==> src/rtl/traffic_pkg.sv <==
// Shared definitions for the adaptive traffic-phase controller.
//   phase_state_e  : controller phase (GREEN -> YELLOW -> ALLRED -> GREEN)
//   dir_sum_width  : width of a per-direction lane-count sum, wide enough
//                    that adding LANES_PER_DIR counts of COUNT_W bits never
//                    overflows.
package traffic_pkg;

  typedef enum logic [1:0] {
    GREEN,
    YELLOW,
    ALLRED
  } phase_state_e;

  function automatic int unsigned dir_sum_width(input int unsigned count_w,
                                                input int unsigned lanes);
    return count_w + $clog2(lanes) + 1;
  endfunction

endpackage

==> src/rtl/adaptive_phase_controller_dir_argmax.sv <==
// dir_argmax: combinational argmax over NUM_DIR packed sums, skipping the
// direction given by exclude. Ties resolve to the lowest index.
//   sums    in  NUM_DIR*SUM_W  sum of direction d at slice d*SUM_W +: SUM_W
//   exclude in  DIR_W          direction not eligible to win
//   win_idx out DIR_W          winning direction
//   win_sum out SUM_W          sum of the winning direction
module dir_argmax #(
  parameter int unsigned NUM_DIR = 4,
  parameter int unsigned SUM_W   = 10,
  parameter int unsigned DIR_W   = 2
) (
  input  logic [NUM_DIR*SUM_W-1:0] sums,
  input  logic [DIR_W-1:0]         exclude,
  output logic [DIR_W-1:0]         win_idx,
  output logic [SUM_W-1:0]         win_sum
);

  logic found;

  always_comb begin
    win_idx = '0;
    win_sum = '0;
    found   = 1'b0;
    // Strict '>' keeps the earliest (lowest-index) direction on a tie.
    for (int unsigned d = 0; d < NUM_DIR; d++) begin
      if ((DIR_W'(d) != exclude) &&
          (!found || (sums[d*SUM_W +: SUM_W] > win_sum))) begin
        found   = 1'b1;
        win_idx = DIR_W'(d);
        win_sum = sums[d*SUM_W +: SUM_W];
      end
    end
  end

endmodule

==> src/rtl/adaptive_phase_controller.sv <==
// adaptive_phase_controller: grants right of way to one approach direction at
// a time, moving it to the busiest other direction after a minimum green,
// through a yellow and a one-cycle all-red clearance.
//   clk, rst_n    clock, asynchronous active-low reset
//   en            advance enable; low freezes every register
//   lane_count    per-lane car counts, lane l of dir d at (d*LANES_PER_DIR+l)*COUNT_W
//   green/yellow  per-lane lights, bit d*LANES_PER_DIR+l
//   phase_dir     direction holding right of way
//   phase_change  pulse on the first green cycle of a new direction
// Optional: `define STARVATION_GUARD_EN adds per-direction wait counters that
// force service of a direction waiting MAX_WAIT cycles.
module adaptive_phase_controller
  import traffic_pkg::*;
#(
  parameter  int unsigned NUM_DIR       = 4,
  parameter  int unsigned LANES_PER_DIR = 2,
  parameter  int unsigned COUNT_W       = 8,
  parameter  int unsigned MIN_GREEN     = 8,
  parameter  int unsigned YELLOW_CYC    = 3,
  parameter  int unsigned MAX_WAIT      = 32,
  localparam int unsigned DIR_W         = (NUM_DIR > 1) ? $clog2(NUM_DIR) : 1
) (
  input  logic                                 clk,
  input  logic                                 rst_n,
  input  logic                                 en,
  input  logic [NUM_DIR*LANES_PER_DIR*COUNT_W-1:0] lane_count,
  output logic [NUM_DIR*LANES_PER_DIR-1:0]     green,
  output logic [NUM_DIR*LANES_PER_DIR-1:0]     yellow,
  output logic [DIR_W-1:0]                     phase_dir,
  output logic                                 phase_change
);

  localparam int unsigned SUM_W   = dir_sum_width(COUNT_W, LANES_PER_DIR);
  localparam int unsigned LANES_W = NUM_DIR * LANES_PER_DIR;
  localparam int unsigned TMAX    = (MIN_GREEN > YELLOW_CYC) ? MIN_GREEN : YELLOW_CYC;
  localparam int unsigned TMR_W   = (TMAX > 1) ? $clog2(TMAX) : 1;
  localparam logic [LANES_W-1:0] DIR_MASK = LANES_W'({LANES_PER_DIR{1'b1}});

  if (NUM_DIR < 2 || MIN_GREEN < 1 || YELLOW_CYC < 1 || MAX_WAIT < 1) begin : g_param_check
    $error("adaptive_phase_controller: illegal parameter value");
  end

  phase_state_e            state, state_n;
  logic [TMR_W-1:0]        timer, timer_n;
  logic [DIR_W-1:0]        next_dir, next_dir_n, dir_n;
  logic [LANES_W-1:0]      green_n, yellow_n;
  logic                    pc_n;
  logic [NUM_DIR*SUM_W-1:0] sums;
  logic [SUM_W-1:0]        acc, cur_sum, arg_sum;
  logic [DIR_W-1:0]        arg_idx, cand_idx;
  logic                    do_switch;

  always_comb begin
    sums = '0;
    acc  = '0;
    for (int unsigned d = 0; d < NUM_DIR; d++) begin
      acc = '0;
      for (int unsigned l = 0; l < LANES_PER_DIR; l++)
        acc = acc + SUM_W'(lane_count[(d*LANES_PER_DIR+l)*COUNT_W +: COUNT_W]);
      sums[d*SUM_W +: SUM_W] = acc;
    end
  end

  assign cur_sum = sums[phase_dir*SUM_W +: SUM_W];

  dir_argmax #(
    .NUM_DIR (NUM_DIR),
    .SUM_W   (SUM_W),
    .DIR_W   (DIR_W)
  ) u_argmax (
    .sums    (sums),
    .exclude (phase_dir),
    .win_idx (arg_idx),
    .win_sum (arg_sum)
  );

`ifdef STARVATION_GUARD_EN
  localparam int unsigned WAIT_W = $clog2(MAX_WAIT + 1);

  logic [WAIT_W-1:0] wait_cnt [NUM_DIR];
  logic              starved;
  logic [DIR_W-1:0]  starve_idx;

  always_ff @(posedge clk or negedge rst_n) begin
    if (!rst_n) begin
      for (int unsigned d = 0; d < NUM_DIR; d++) wait_cnt[d] <= '0;
    end else if (en) begin
      for (int unsigned d = 0; d < NUM_DIR; d++) begin
        if (sums[d*SUM_W +: SUM_W] == '0 || (state == GREEN && phase_dir == DIR_W'(d)))
          wait_cnt[d] <= '0;
        else if (wait_cnt[d] != WAIT_W'(MAX_WAIT))
          wait_cnt[d] <= wait_cnt[d] + 1'b1;
      end
    end
  end

  always_comb begin
    starved    = 1'b0;
    starve_idx = '0;
    for (int unsigned d = 0; d < NUM_DIR; d++) begin
      if (!starved && wait_cnt[d] == WAIT_W'(MAX_WAIT) && phase_dir != DIR_W'(d)) begin
        starved    = 1'b1;
        starve_idx = DIR_W'(d);
      end
    end
  end

  assign cand_idx  = starved ? starve_idx : arg_idx;
  assign do_switch = starved || (arg_sum > cur_sum);
`else
  assign cand_idx  = arg_idx;
  // A zero current sum with a non-zero candidate is covered by '>'.
  assign do_switch = arg_sum > cur_sum;
`endif

  always_comb begin
    state_n    = state;
    timer_n    = timer;
    next_dir_n = next_dir;
    dir_n      = phase_dir;
    pc_n       = 1'b0;
    unique case (state)
      GREEN: begin
        // Timer saturates, so every cycle after the minimum is a decision point.
        if (timer == TMR_W'(MIN_GREEN - 1)) begin
          if (do_switch) begin
            state_n    = YELLOW;
            timer_n    = '0;
            next_dir_n = cand_idx;
          end
        end else begin
          timer_n = timer + 1'b1;
        end
      end
      YELLOW: begin
        if (timer == TMR_W'(YELLOW_CYC - 1)) begin
          state_n = ALLRED;
          timer_n = '0;
        end else begin
          timer_n = timer + 1'b1;
        end
      end
      ALLRED: begin
        state_n = GREEN;
        timer_n = '0;
        dir_n   = next_dir;
        pc_n    = 1'b1;
      end
      default: state_n = GREEN;
    endcase
    // Lights are decoded from the next state so they can be registered.
    green_n  = (state_n == GREEN)  ? (DIR_MASK << (dir_n * LANES_PER_DIR)) : '0;
    yellow_n = (state_n == YELLOW) ? (DIR_MASK << (dir_n * LANES_PER_DIR)) : '0;
  end

  always_ff @(posedge clk or negedge rst_n) begin
    if (!rst_n) begin
      state        <= GREEN;
      timer        <= '0;
      next_dir     <= '0;
      phase_dir    <= '0;
      green        <= DIR_MASK;
      yellow       <= '0;
      phase_change <= 1'b0;
    end else if (en) begin
      state        <= state_n;
      timer        <= timer_n;
      next_dir     <= next_dir_n;
      phase_dir    <= dir_n;
      green        <= green_n;
      yellow       <= yellow_n;
      phase_change <= pc_n;
    end
  end

endmodule

==> config.mk <==
export PLATFORM = sky130hd
export DESIGN_NAME = adaptive_phase_controller
export DESIGN_NICKNAME = d
export VERILOG_FILES = /design/src/rtl/traffic_pkg.sv /design/src/rtl/adaptive_phase_controller_dir_argmax.sv /design/src/rtl/adaptive_phase_controller.sv
export SDC_FILE = /design/constraint.sdc
export NUM_CORES = 1
export LEC_CHECK = 0
export BUFFER_PORTS_ARGS = -buffer_cell sky130_fd_sc_hd__buf_4
export CAP_MARGIN = 40
export CORE_UTILIZATION = 50
export CTS_CLUSTER_SIZE = 8
export DETAILED_ROUTE_END_ITERATION = 12
export PLACE_DENSITY = 0.75
export SLEW_MARGIN = 20
export SYNTH_ARGS = -nofsm -noshare
export SYNTH_HDL_FRONTEND = slang
export SYNTH_SLANG_ARGS = --single-unit
export TNS_END_PERCENT = 1
==> constraint.sdc <==
create_clock -name clk -period 8.15 [get_ports clk]
set_input_delay 2.0375 -clock clk [delete_from_list [all_inputs] [get_ports clk]]
set_output_delay 2.0375 -clock clk [all_outputs]
set_load 0.01 [all_outputs]
* Word level (Yosys, flattened, before mapping)
Index checks and enable logic that the tools add are counted.
W data, S select, Z words.
** Word-level totals
- Register bits after elaboration :: 26
- Output and inout port bits :: 19
- Input bits :: 67
- Logic and storage cells :: 65
** Cells by class
- Equality and inequality tests :: 9
- $lt $le $gt $ge :: 4
- Reductions and logical operators :: 15
- Add/subtract/negate cells :: 5
- Multipliers :: 1
- Multiplexer cells :: 22
- Shift-type cells :: 2
** Operators by type and width (count)
- $shiftx A40 B7 Y10 :: 1
- $add A8 B8 Y9 :: 4
- $gt A9 B10 Y1 :: 3
- $mux W10 :: 3
- $mux W8 :: 2
- $mux W2 :: 6
- $gt A10 B10 Y1 :: 1
- $mux W3 :: 3
- $mux W9 :: 1
- $pmux W3 S3 :: 1
- $shl A2 B3 Y8 const A :: 1
- $mul A2 B3 Y5 const B :: 1
- $mux W1 :: 5
- $eq A2 B1 Y1 const B :: 2
- $logic_not A2 Y1 :: 2
- $ne A2 B2 Y1 const A :: 2
- $pmux W2 S2 :: 1
- $reduce_and A4 Y1 :: 1
- $add A3 B1 Y3 const B :: 1
- $eq A3 B2 Y1 const B :: 1
- $eq A3 B3 Y1 const B :: 1
- $logic_and A1 B1 Y1 :: 3
- $logic_not A1 Y1 :: 3
- $logic_or A1 B1 Y1 :: 3
- other kinds (6) :: 6

* Longest topological paths before layout
- Depth after elaboration :: 20
- Gate-level depth with buffers :: 40
- Mapped depth without buffers :: 37

* Modules after synthesis
Synthesis repeated with hierarchy kept, for this count alone.
** Second synthesis, totals
- Cells, all modules :: 461
- Area, all modules :: 3952.5 µm²
** By module, submodules not included
- adaptive_phase_controller :: times used 1, area an instance 2702.6 µm², cells each 309, sequential area each 451.7 µm²
- dir_argmax :: times used 1, area an instance 1249.9 µm², cells each 152, sequential area each 0.0 µm²

* Worst setup path after synthesis
Ideal clock, no wire load.
- Kind :: input port to flip-flop
- Start point :: in lane_count[16]
- End point :: reg timer[0]
- Buffers on the path :: 3
- Setup slack :: -1.036 ns
- Stages on the path :: 38
- Required time :: 8.025 ns
- Setup time :: 0.125 ns
- Data arrival time :: 9.062 ns
- Cell sequence :: ha_1 > fa_1 > a21oi_1 > o21ai_0 > a2111oi_0 > nor2_1 > ha_1 > nand3_1 > nor3_1 > a211oi_1 > a22o_1 > buf_6 > mux2i_1 > ha_1 > nor2b_1 > o211ai_1 > a21oi_1 > o41ai_4 > [2 not listed] > a21o_1 > ha_1 > nand3_1 > o21bai_1 > a21boi_0 > o21ai_0 > a211o_1 > buf_1 > nor2_1 > a21oi_1 > ha_1 > a21o_1 > a21oi_1 > nand2_1 > o31ai_1 > nor2_1 > o221a_2 > mux2_2
** On the way
- Longest elaborated chain between the ends :: 16
- Elaborated cells between the ends (all ways) :: 21
- Those cells by class :: add/sub: 1; order compare: 4; eq/ne: 1; shift: 1; mux: 5; reduce/logical: 9
** Ends and longest elaborated chain
- start, declared :: RTL line adaptive_phase_controller.sv:26 : input logic [NUM_DIR*LANES_PER_DIR*COUNT_W-1:0] lane_count,
- $add A8 B8 Y9 * :: RTL line adaptive_phase_controller.sv:59 : acc = acc + SUM_W'(lane_count[(d*LANES_PER_DIR+l)*COUNT_W +: COUNT_W]);
- $gt A9 B10 Y1 :: RTL line adaptive_phase_controller_dir_argmax.sv:27 : (!found || (sums[d*SUM_W +: SUM_W] > win_sum))) begin
- $logic_or A1 B1 Y1 :: RTL line adaptive_phase_controller_dir_argmax.sv:27
- $logic_and A1 B1 Y1 :: RTL line adaptive_phase_controller_dir_argmax.sv:26 : if ((DIR_W'(d) != exclude) &&
- $mux W10 / $mux W1 (equally long branches) :: RTL line adaptive_phase_controller_dir_argmax.sv:26
- $gt A9 B10 Y1 / $logic_not A1 Y1 (equally long branches) :: RTL line adaptive_phase_controller_dir_argmax.sv:27
- $logic_or A1 B1 Y1 :: RTL line adaptive_phase_controller_dir_argmax.sv:27
- $logic_and A1 B1 Y1 :: RTL line adaptive_phase_controller_dir_argmax.sv:26
- $mux W10 / $mux W1 (equally long branches) :: RTL line adaptive_phase_controller_dir_argmax.sv:26
- $gt A9 B10 Y1 / $logic_not A1 Y1 (equally long branches) :: RTL line adaptive_phase_controller_dir_argmax.sv:27
- $logic_or A1 B1 Y1 :: RTL line adaptive_phase_controller_dir_argmax.sv:27
- $logic_and A1 B1 Y1 :: RTL line adaptive_phase_controller_dir_argmax.sv:26
- $mux W10 :: RTL line adaptive_phase_controller_dir_argmax.sv:26
- $gt A10 B10 Y1 * :: RTL line adaptive_phase_controller.sv:113 : assign do_switch = arg_sum > cur_sum;
- $ne A3 B3 Y1 (no source line) *
- $reduce_and A3 Y1 (no source line) *
- end signal, assigned :: RTL line adaptive_phase_controller.sv:167 : timer <= timer_n;
- end, declared :: RTL line adaptive_phase_controller.sv:44 : logic [TMR_W-1:0] timer, timer_n;
Every way passes the cells marked *; elsewhere a longest branch is shown, timed or not.
A chain may end at the register's enable or synchronous reset.

* Worst setup path after layout
- Start point :: in lane_count[1]
- End point :: reg timer[0]
** On the way
- Longest elaborated chain between the ends :: 17
- Elaborated cells between the ends (all ways) :: 22
- Those cells by class :: add/sub: 1; order compare: 4; eq/ne: 1; shift: 1; mux: 6; reduce/logical: 9
** Ends and longest elaborated chain (RTL line)
- $add A8 B8 Y9 * :: adaptive_phase_controller.sv:59
- $mux W9 :: adaptive_phase_controller_dir_argmax.sv:26
- $gt A9 B10 Y1 :: adaptive_phase_controller_dir_argmax.sv:27
- $logic_or A1 B1 Y1 :: adaptive_phase_controller_dir_argmax.sv:27
- $logic_and A1 B1 Y1 :: adaptive_phase_controller_dir_argmax.sv:26
- $mux W10 / $mux W1 (equally long branches) :: adaptive_phase_controller_dir_argmax.sv:26
- $gt A9 B10 Y1 / $logic_not A1 Y1 (equally long branches) :: adaptive_phase_controller_dir_argmax.sv:27
- $logic_or A1 B1 Y1 :: adaptive_phase_controller_dir_argmax.sv:27
- $logic_and A1 B1 Y1 :: adaptive_phase_controller_dir_argmax.sv:26
- $mux W10 / $mux W1 (equally long branches) :: adaptive_phase_controller_dir_argmax.sv:26
- $gt A9 B10 Y1 / $logic_not A1 Y1 (equally long branches) :: adaptive_phase_controller_dir_argmax.sv:27
- $logic_or A1 B1 Y1 :: adaptive_phase_controller_dir_argmax.sv:27
- $logic_and A1 B1 Y1 :: adaptive_phase_controller_dir_argmax.sv:26
- $mux W10 :: adaptive_phase_controller_dir_argmax.sv:26
- $gt A10 B10 Y1 * :: adaptive_phase_controller.sv:113
- $ne A3 B3 Y1 (no source line) *
- $reduce_and A3 Y1 (no source line) *
Marks and branches as above.

==> results.json <==
{
  "status": "finished, violations left",
  "violations": "setup timing",
  "grt_pass1_vias": 3734,
  "reg2reg_depth": 33,
  "drtPass1Iterations": 5,
  "cts_sinks": 18,
  "powerDensity_nw_per_um2": 376,
  "critical_path_class": "primary input to flop",
  "drive_gt1_share_pct": 45.6,
  "whs_ns": 0.541,
  "dpl.hpwl_mm": 8.44,
  "syn_inst": 424,
  "drtIter0Drc": 219,
  "htreeDepth": 1,
  "drv_cap": 0,
  "antenna_found_initial": 0,
  "period_share_pct": 109,
  "cts_tree": "built",
  "nNetsFinal": 714,
  "syn_area_um2": 3620,
  "root_buffer": "clkbuf_8",
  "detail_route.wl_per_cell_um": 17.1,
  "relSlewSlack_pct": 62.5,
  "grt_pass1_wl_mm": 17.1,
  "seq_area_frac_synth_pct": 12.5,
  "syn_area_per_cell_um2": 8.53,
  "vias": 3895,
  "cpMostUsedCell": "buf_4",
  "synthTopCellsByArea": "ha_1 26%, dfrtp_1 12%, a21oi_1 4.6%, inv_1 4.6%, mux4_2 4.4%",
  "max_freq_mhz": 113,
  "holdCritStartpoint": "green[1]$_DFFE_PN1P_",
  "grt_max_degree": 21,
  "grt_use_met2_pct": 48.5,
  "synth_top_area_share_pct": 25.6,
  "place.gp.congestion": 0.908,
  "syn_to_final_growth_pct": 49.3,
  "timing.final.max_slew_violations": 0,
  "viasPerCell": 5.87,
  "syn_nets": 569,
  "n_antenna_cell": 0,
  "ios": 86,
  "ys_ff_latch": 18,
  "ys_warn_count": 0,
  "cpMaxStageDelayCell": "mux2_4",
  "final.min_clock_period_ns": 8.89,
  "cp_max_fo": 6,
  "worstSetupEndpointType": "flop",
  "grt-busiest-layer": "met2",
  "start_util_pct": 52.4,
  "r2r_start": "phase_dir[0]$_DFFE_PN0P_",
  "synth_edf_count": 0,
  "rsz0062_at_grt": "true",
  "synthMostInstantiatedCell": "ha_1",
  "fin_ws_ns": -0.738,
  "rows": 30,
  "setup_violations": 15,
  "hold_path_class": "flop to flop",
  "drc": 0,
  "place_ws_ns": -1.14,
  "fillers": 482,
  "final_hold_viol_count": 0,
  "cts_buffer_depth": 2,
  "grt_util_met1_pct": 39.1,
  "place_inst": 646,
  "hold_depth": 2,
  "r2r_slack_ns": 0.85,
  "clk_pin_slew_worst_paths_ns": 0.08,
  "ys.flop_type": "dfrtp_1",
  "cpPeakStageDelay_ns": 0.33,
  "r2r_end": "timer[0]$_DFFE_PN0P_",
  "drt_wl_total_mm": 11.4,
  "start_kind": "primary input",
  "async_flop_share_pct": 100,
  "required_ns": 8.30,
  "holdPathEnd": "green[1]$_DFFE_PN1P_",
  "cts_hold_buf": 0,
  "cp_top_family": "compound AO/OA/AOI/OAI gates",
  "overflow": 0,
  "worstMarginPinSlew_ns": 0.563,
  "die_x_um": 87.1,
  "yosys.area.top_type": "ha_1",
  "dieArea_um2": 7580,
  "cp.arrival_ns": 9.04,
  "coreArea_um2": 6910,
  "final_cells": 664,
  "synth.distinct_cells": 58,
  "die_height_um": 87.1,
  "clock_skew_ns": 0.0132,
  "leakagePower_nw": 2.64,
  "drtAntennaViolNets": 0,
  "worst_ir_drop_vdd_mv": 0.167,
  "worst-path-buf-inv": 5,
  "cts_buffers": 3,
  "grt.total_usage_pct": 28.6,
  "grtUsageMet3_pct": 3.03,
  "port_buffers": 85,
  "synthTopCellsByCount": "74 x ha_1, 44 x inv_1, 33 x a21oi_1",
  "clkLatencyLatePin_ns": 0.26
}
==> sequential cells by signal, summed over array words and instances, names as in the netlist <==
| name | count |
|---|---|
| next_dir | 2 |
| green | 4 |
| timer | 3 |
| phase_dir | 2 |
| state | 2 |
| yellow | 4 |
| phase_change | 1 |
==> timing repair <==
action	4_1_cts	5_1_grt
endpoints found under the setup margin	15	15
gates cloned	0	0
pin swaps	45	30
setup buffers	11	3
resized for setup	42	36
==> layout make-up <==
type / count / area (um2) / share of cell area [%]
multi-input combinational: 343 / 3410 / 63.2
timing repair buffer: 156 / 1190 / 22.1
sequential: 18 / 452 / 8.36
inverter: 47 / 176 / 3.27
tap: 96 / 120 / 2.22
clock buffer: 4 / 45.0 / 0.834
==> metrics by stage <==
step / total power, mW / utilization (%) / area [um2] / TNS [ns]
floorplan: 1.12 / - / 3700 / -5.26
global placement: 1.49 / 69.2 / 4780 / -13.67
detailed placement: 1.54 / 69.2 / 4780 / -16.34
CTS: 1.78 / 74.5 / 5140 / -7.33
global route: 2.17 / 78.2 / 5400 / -14.56
finish: 2.03 / 78.2 / 5400 / -9.98
==> power breakdown <==
group	switching [mW]	internal [mW]
clock	0.0322	0.0348
sequential	0.0358	0.121
combinational	0.896	0.912
total	0.964	1.07
==> worst register-to-register path: cells and delay by family (launching register included) <==
kind,cells,cell delay (ns)
AND/OR/NAND/NOR,5,0.85
adder cells (fa/ha/maj),4,1.02
AO/OA/AOI/OAI,16,2.99
buffers and inverters,5,0.89
multiplexers,3,0.77
flip-flops,1,0.70
==> layout by cell type (no fill, tap or decap), types with 3 or more instances in the layout <==
cell type,synthesis,final
buf_4,8,150
ha_1,74,59
inv_1,44,44
nand2_1,30,30
nor2_1,24,22
a21oi_1,33,19
a21o_1,17,17
dfrtp_1,17,17
a21oi_2,1,14
xnor2_1,16,14
ha_4,0,13
o21ai_0,13,9
mux2i_1,15,9
o22ai_1,14,9
mux2_2,10,8
nand4_1,7,7
mux4_2,7,7
nand3_1,8,6
buf_6,1,6
xor2_1,7,5
a31oi_1,5,5
o22ai_2,0,5
o21a_1,4,4
nor2b_1,5,4
mux2_4,2,4
mux2i_4,0,4
or2_2,3,3
nand2b_1,3,3
and3_1,3,3
xnor2_2,1,3
clkbuf_8,0,3
==> per-layer routing <==
metal  share of wire (%)  wire, um  vias to the layer above
met5                   0         0                        -
met1                  43      4900                     1845
met2                  48      5500                      167
li1                    -         -                     1839
met4                 3.4       385                        0
met3                 5.0       568                       44
==> cells by family (layout without fill, tap and decap cells) <==
kind of cell,count (synthesis),after routing,share of synthesized area [%]
muxes,34,34,12.5
AOI/OAI and AO/OA,116,116,21.7
adders and majority gates,78,78,27.8
DFF,18,18,12.5
xor gates and xnor gates,24,24,6.02
buffers and inverters,63,207,7.68
and+or+nand+nor,91,91,11.8
==> worst max-delay path by stage <==
stage	from	endpoint	cells after the start	slack, ns
final	lane_count[1]	timer[0]$_DFFE_PN0P_	37	-0.74
after floorplan	lane_count[16]	timer[0]$_DFFE_PN0P_	37	-0.50
after global placement	lane_count[16]	timer[0]$_DFFE_PN0P_	37	-0.96
after detailed placement	lane_count[16]	timer[0]$_DFFE_PN0P_	37	-1.14
after CTS	lane_count[16]	timer[0]$_DFFE_PN0P_	36	-0.57
after global routing	lane_count[0]	yellow[5]$_DFFE_PN0P_	39	-1.03
Note: power is estimated with default switching activity, not from simulation.
